## src/rtl/ftm_tile_scheduler.sv

```systemverilog
// Ping-pong tile scheduler: overlaps DDR loads into one feature-map bank with
// reads from the other, stepping through the x-tiles of one convolution layer.
module ftm_tile_scheduler #(
  parameter int B_SHAPE = 32,
  parameter int B_TILE  = 8,
  parameter int N_BANK  = 2
) (
  input  logic               clk,
  input  logic               rstn,
  input  logic               cfg_valid,
  output logic               cfg_ready,
  input  logic [B_SHAPE-1:0] cfg_wei_shape,
  input  logic [B_SHAPE-1:0] cfg_ftm_shape,
  input  logic [B_TILE-1:0]  cfg_n_tiles,
  output logic [B_SHAPE-1:0] wei_shape,
  output logic [B_SHAPE-1:0] ftm_shape,
  output logic               ld_start,
  output logic               ld_bank,
  output logic [B_TILE-1:0]  ld_tile,
  input  logic               ld_done,
  output logic               rd_start,
  output logic               rd_bank,
  output logic [B_TILE-1:0]  rd_tile,
  input  logic               rd_done,
  output logic               busy,
  output logic               layer_done
);

  localparam logic [1:0] S_IDLE = 2'd0;
  localparam logic [1:0] S_RUN  = 2'd1;
  localparam logic [1:0] S_DONE = 2'd2;
  localparam logic [B_TILE-1:0] TILE_ONE = {{(B_TILE-1){1'b0}}, 1'b1};

  logic [1:0]        state;
  logic [B_TILE-1:0] n_tiles;
  logic [B_TILE-1:0] ld_cnt;
  logic [B_TILE-1:0] rd_cnt;
  logic [B_TILE-1:0] ld_tile_q;
  logic [B_TILE-1:0] rd_tile_q;
  logic [N_BANK-1:0] bank_full;
  logic              ld_ptr;
  logic              rd_ptr;
  logic              ld_pend;
  logic              rd_pend;
  logic              ld_bank_q;
  logic              rd_bank_q;

  logic accept;
  logic ld_fin;
  logic rd_fin;
  logic rd_last;

  assign cfg_ready  = (state == S_IDLE);
  assign accept     = cfg_valid & cfg_ready;
  assign layer_done = (state == S_DONE);

  // Issue decisions look only at registered flags, so a bank filled or freed
  // this cycle becomes eligible on the next one.
  assign ld_start = (state == S_RUN) && !ld_pend && (ld_cnt < n_tiles) &&
                    !bank_full[ld_ptr] && !(rd_pend && (rd_bank_q == ld_ptr));
  assign rd_start = (state == S_RUN) && !rd_pend && bank_full[rd_ptr];

  // During the start pulse the target comes straight from the pointers; the
  // registered copy then holds it until the next start.
  assign ld_bank = ld_start ? ld_ptr : ld_bank_q;
  assign ld_tile = ld_start ? ld_cnt : ld_tile_q;
  assign rd_bank = rd_start ? rd_ptr : rd_bank_q;
  assign rd_tile = rd_start ? rd_cnt : rd_tile_q;

  assign ld_fin  = ld_pend & ld_done;
  assign rd_fin  = rd_pend & rd_done;
  assign rd_last = rd_fin && (rd_cnt == (n_tiles - TILE_ONE));

  always_ff @(posedge clk or negedge rstn) begin
    if (!rstn) begin
      state     <= S_IDLE;
      n_tiles   <= '0;
      ld_cnt    <= '0;
      rd_cnt    <= '0;
      ld_tile_q <= '0;
      rd_tile_q <= '0;
      bank_full <= '0;
      ld_ptr    <= 1'b0;
      rd_ptr    <= 1'b0;
      ld_pend   <= 1'b0;
      rd_pend   <= 1'b0;
      ld_bank_q <= 1'b0;
      rd_bank_q <= 1'b0;
      busy      <= 1'b0;
      wei_shape <= '0;
      ftm_shape <= '0;
    end else begin
      case (state)
        S_IDLE: begin
          if (accept) begin
            wei_shape <= cfg_wei_shape;
            ftm_shape <= cfg_ftm_shape;
            n_tiles   <= cfg_n_tiles;
            ld_cnt    <= '0;
            rd_cnt    <= '0;
            bank_full <= '0;
            ld_ptr    <= 1'b0;
            rd_ptr    <= 1'b0;
            ld_pend   <= 1'b0;
            rd_pend   <= 1'b0;
            busy      <= 1'b1;
            state     <= (cfg_n_tiles != '0) ? S_RUN : S_DONE;
          end
        end
        S_RUN: begin
          if (ld_start) begin
            ld_pend   <= 1'b1;
            ld_bank_q <= ld_ptr;
            ld_tile_q <= ld_cnt;
          end
          if (rd_start) begin
            rd_pend   <= 1'b1;
            rd_bank_q <= rd_ptr;
            rd_tile_q <= rd_cnt;
          end
          // A start and a finish of the same kind never coincide, and the
          // two finishes always touch different banks.
          if (ld_fin) begin
            bank_full[ld_bank_q] <= 1'b1;
            ld_ptr               <= ~ld_ptr;
            ld_cnt               <= ld_cnt + TILE_ONE;
            ld_pend              <= 1'b0;
          end
          if (rd_fin) begin
            bank_full[rd_bank_q] <= 1'b0;
            rd_ptr               <= ~rd_ptr;
            rd_cnt               <= rd_cnt + TILE_ONE;
            rd_pend              <= 1'b0;
          end
          if (rd_last) begin
            state <= S_DONE;
          end
        end
        S_DONE: begin
          busy  <= 1'b0;
          state <= S_IDLE;
        end
        default: state <= S_IDLE;
      endcase
    end
  end

endmodule
```

## config.mk

```make
export PLATFORM = sky130hd
export DESIGN_NAME = ftm_tile_scheduler
export DESIGN_NICKNAME = d
export VERILOG_FILES = /design/src/rtl/ftm_tile_scheduler.sv
export SDC_FILE = /design/constraint.sdc
export NUM_CORES = 1
export LEC_CHECK = 0
export ABC_CLOCK_PERIOD_IN_PS = 3100
export BUFFER_PORTS_ARGS = -buffer_cell sky130_fd_sc_hd__clkbuf_2
export CAP_MARGIN = 20
export CORE_MARGIN = 5
export CORE_UTILIZATION = 51
export DETAILED_ROUTE_END_ITERATION = 8
export GPL_TIMING_DRIVEN = 0
export PLACE_DENSITY_LB_ADDON = 0.25
export REMOVE_ABC_BUFFERS = 1
export SLEW_MARGIN = 20
export SYNTH_ARGS = -nofsm -noshare
export SYNTH_HDL_FRONTEND = slang
export SYNTH_SLANG_ARGS = --single-unit
```

## constraint.sdc

```tcl
create_clock -name clk -period 3.1 [get_ports clk]
set_clock_uncertainty 0.05 [all_clocks]
set_input_delay 0.31 -clock clk [delete_from_list [all_inputs] [get_ports clk]]
set_output_delay 0.31 -clock clk [all_outputs]
set_load 0.005 [all_outputs]
```

==> metrics.cfg <==
[routing]
drtAntennaViolNets = 0
avgViaCountPerCell = 5.17
dr.first_iter.drc_count = 317
vias = 4908
postRouteWirelength_um = 16000
avgRoutedWirePerCell_um = 16.9
drcViolationCount = 0
dr.pass1.iters = 5

[floorplanning]
dieArea_sq_mm = 0.0123
core_sq_mm = 0.00986
row_count = 36
die-height_um = 111
start_util_pct = 52.7
chipWidth_um = 111
io-pin-count = 164

[timing]
tightest_slew_ps = 525
finalCritPeriodShare_pct = 99.5
max_slew_margin_pct = 65.0
finalWorstPathRequiredPeriod_ps = 3080
fmax_mhz = 324
finalSetupViolCount = 0
worst_hold_slack_ps = 32.8
layout_setup_ws_ps = 15.6
rsz0062_at_grt = yes
finalHoldViolCount = 0
drv_slew = 0

[run]
cap_viol_max_count = 0

[placement]
post-place-ws_ps = 177
placed_cell_area_sq_mm = 0.00616
gp_congestion = 0.867
port_buffers = 163
dp_hpwl_um = 9000

[power]
ir_drop_v = 0.000491
power.total_uw = 7530
powerDensity_mw_per_mm2 = 971
power_frac_seq_pct = 34.1
netSwitchingFraction_pct = 33.9
power.switching_uw = 2550
power_leakage_uw = 0.00415
power.internal_uw = 4980
p_comb_share_pct = 35.7
power_frac_clock_pct = 30.2

[worst_setup_path]
cp-start-kind = register
cp.arrival_ps = 2720
end_kind = output port
path_max_fanout = 7
crit_required_ps = 2740
ff2ff_path_depth = 10
critPathKind = register to output port

[clock_network]
clk_path_buf_depth = 2
tritoncts = done
path_clk_slew_ps = 60
cts-root-buf = clkbuf_8
cts_sinks = 115
h-tree-depth = 4
cts_buffers = 17
worstSkewPairLatency_ps = 510

[global_routing]
grt_pass1_wl_um = 25800
track_usage_pct = 26.2
grt_max_degree = 62
grt_overflow = 0
antenna_found_initial = 0
grt_pass1_vias = 5247

[cells_and_area]
syn_to_final_growth_pct = 49.4
nets = 890
fin_area_sq_mm = 0.00776
mostFrequentLayoutCell = nand2_1
insertedDiodeCount = 0
layout_common_cells = 248 x nand2_1, 160 x clkbuf_2, 108 x dfrtp_1
layout-drive-gt1-share_pct = 30.8
n_fill_cell = 583
fin_util_pct = 78.6

[min_path]
hold_class = input pin to register
whs_path_depth = 3

[synthesis]
ys_seq_elements = 115
syn_area_per_cell_sq_um = 9.29
synth_edf_count = 0
synth_cell_type_count = 49
synth-async-reset-ratio_pct = 100
synth_warnings = 0
syn-instance-count = 559
synthFlopType = dfrtp_1
synthesis.area_sq_mm = 0.00519
yosysSeqAreaShare_pct = 55.4

[run_status]
outcome = finished, final reports clean

state kept, by name (all words and copies together), names as in the netlist, 2 cells and up:
signal and count:
ftm_shape 32, wei_shape 32, ld_cnt 8, ld_tile_q 8, n_tiles 8, rd_cnt 8, rd_tile_q 8, bank_full 2
state 2
worst max-delay path, stage by stage (launching register included):
cell and delay [ps]:
dfrtp_2 360, inv_1 90, ha_1 220, a211o_1 300, a21oi_2 160, o21ai_2 100, a221oi_4 340, buf_8 180
mux2_2 340, clkbuf_2 110
synthesized netlist by cell type, types with 2 or more instances:
library cell,instances,area [sq um]
dfrtp_1,115,2880
a211o_1,2,17.5
mux2_2,19,214
buf_6,3,33.8
nand2b_1,3,18.8
nor3_1,4,20.0
or3_1,3,18.8
o21ai_0,20,100
ha_1,10,125
buf_2,3,15.0
nor4_1,2,12.5
clkbuf_1,20,75.1
a22o_1,2,17.5
nand3_1,3,15.0
xnor2_1,7,61.3
nor2_1,21,78.8
and3_1,3,18.8
mux2i_1,2,20.0
nand4b_1,2,17.5
xor2_1,13,114
a21oi_1,9,45.0
o21a_1,2,15.0
nand4_1,5,31.3
inv_1,13,48.8
a31oi_1,2,12.5
nand2_1,248,931
routing by layer:
layer	wire length, um	share of wire (%)	vias to the layer above	track usage [%]
li1	-	-	2294	-
met1	5900	37	2335	29.1
met2	8100	51	229	44.4
met3	1430	9.0	50	10.2
met4	557	3.5	0	11.7
met5	0	0	-	0
area by class of cell:
class                           instances  area, sq um  area share [%]
Multi-Input combinational cell        403         2200            28.4
Tap cell                              133          166            2.15
Clock inverter                         14          258            3.32
Sequential cell                       115         2890            37.2
Timing Repair Buffer                  252         1770            22.8
Inverter                               14         52.6           0.677
Clock buffer                           18          428            5.52
power groups by stage:
stage                     clock network, uW  registers (uW)  logic [uW]
after floorplan                           0            2520        1190
after global placement                    0            2550        2020
after detailed placement                  0            2560        2180
after CTS                              2290            2550        2520
after global routing                   2360            2640        2970
final                                  2270            2570        2690
through the flow:
stage          instances  setup TNS [ps]
2_1_floorplan        532               0
3_3_place_gp         828          -23810
3_5_place_dp         832               0
4_1_cts              945               0
5_1_grt              949            -489
6_report             949               0
cells by family (layout without fill, tap and decap cells):
| logic type | after synthesis | in the layout | share of synthesized area, % |
|---|---|---|---|
| flip-flops | 115 | 115 | 55.4 |
| adder cells (fa/ha/maj) | 10 | 10 | 2.41 |
| AND/OR/NAND/NOR | 302 | 302 | 24.3 |
| buffers and inverters | 41 | 298 | 3.47 |
| XOR/XNOR | 20 | 20 | 3.37 |
| multiplexers | 22 | 22 | 4.72 |
| AO/OA/AOI/OAI | 49 | 49 | 6.34 |
final timing paths:
| kind | start | endpoint | slack (ps) |
|---|---|---|---|
| min | cfg_n_tiles[0] | n_tiles[0] | 30 |
| max reg2reg | n_tiles[2] | ld_tile_q[1] | 490 |
| min reg2reg | rd_tile_q[5] | rd_tile_q[5] | 420 |
| max in group asynchronous | rstn | wei_shape[10] | 2070 |
| max | n_tiles[2] | ld_tile[3] | 20 |
| min in group asynchronous | rstn | rd_cnt[3] | 290 |
timing repair:
action                                 4_1_cts  5_1_grt
setup endpoints to repair                   10       10
gates resized for setup                      7       13
buffers inserted                             8        5
cloned                                       1        0
hold buffers                                72        0
pin swaps                                    1        3
endpoints found under the hold margin      125        0
(Power assumes the default switching activity.)
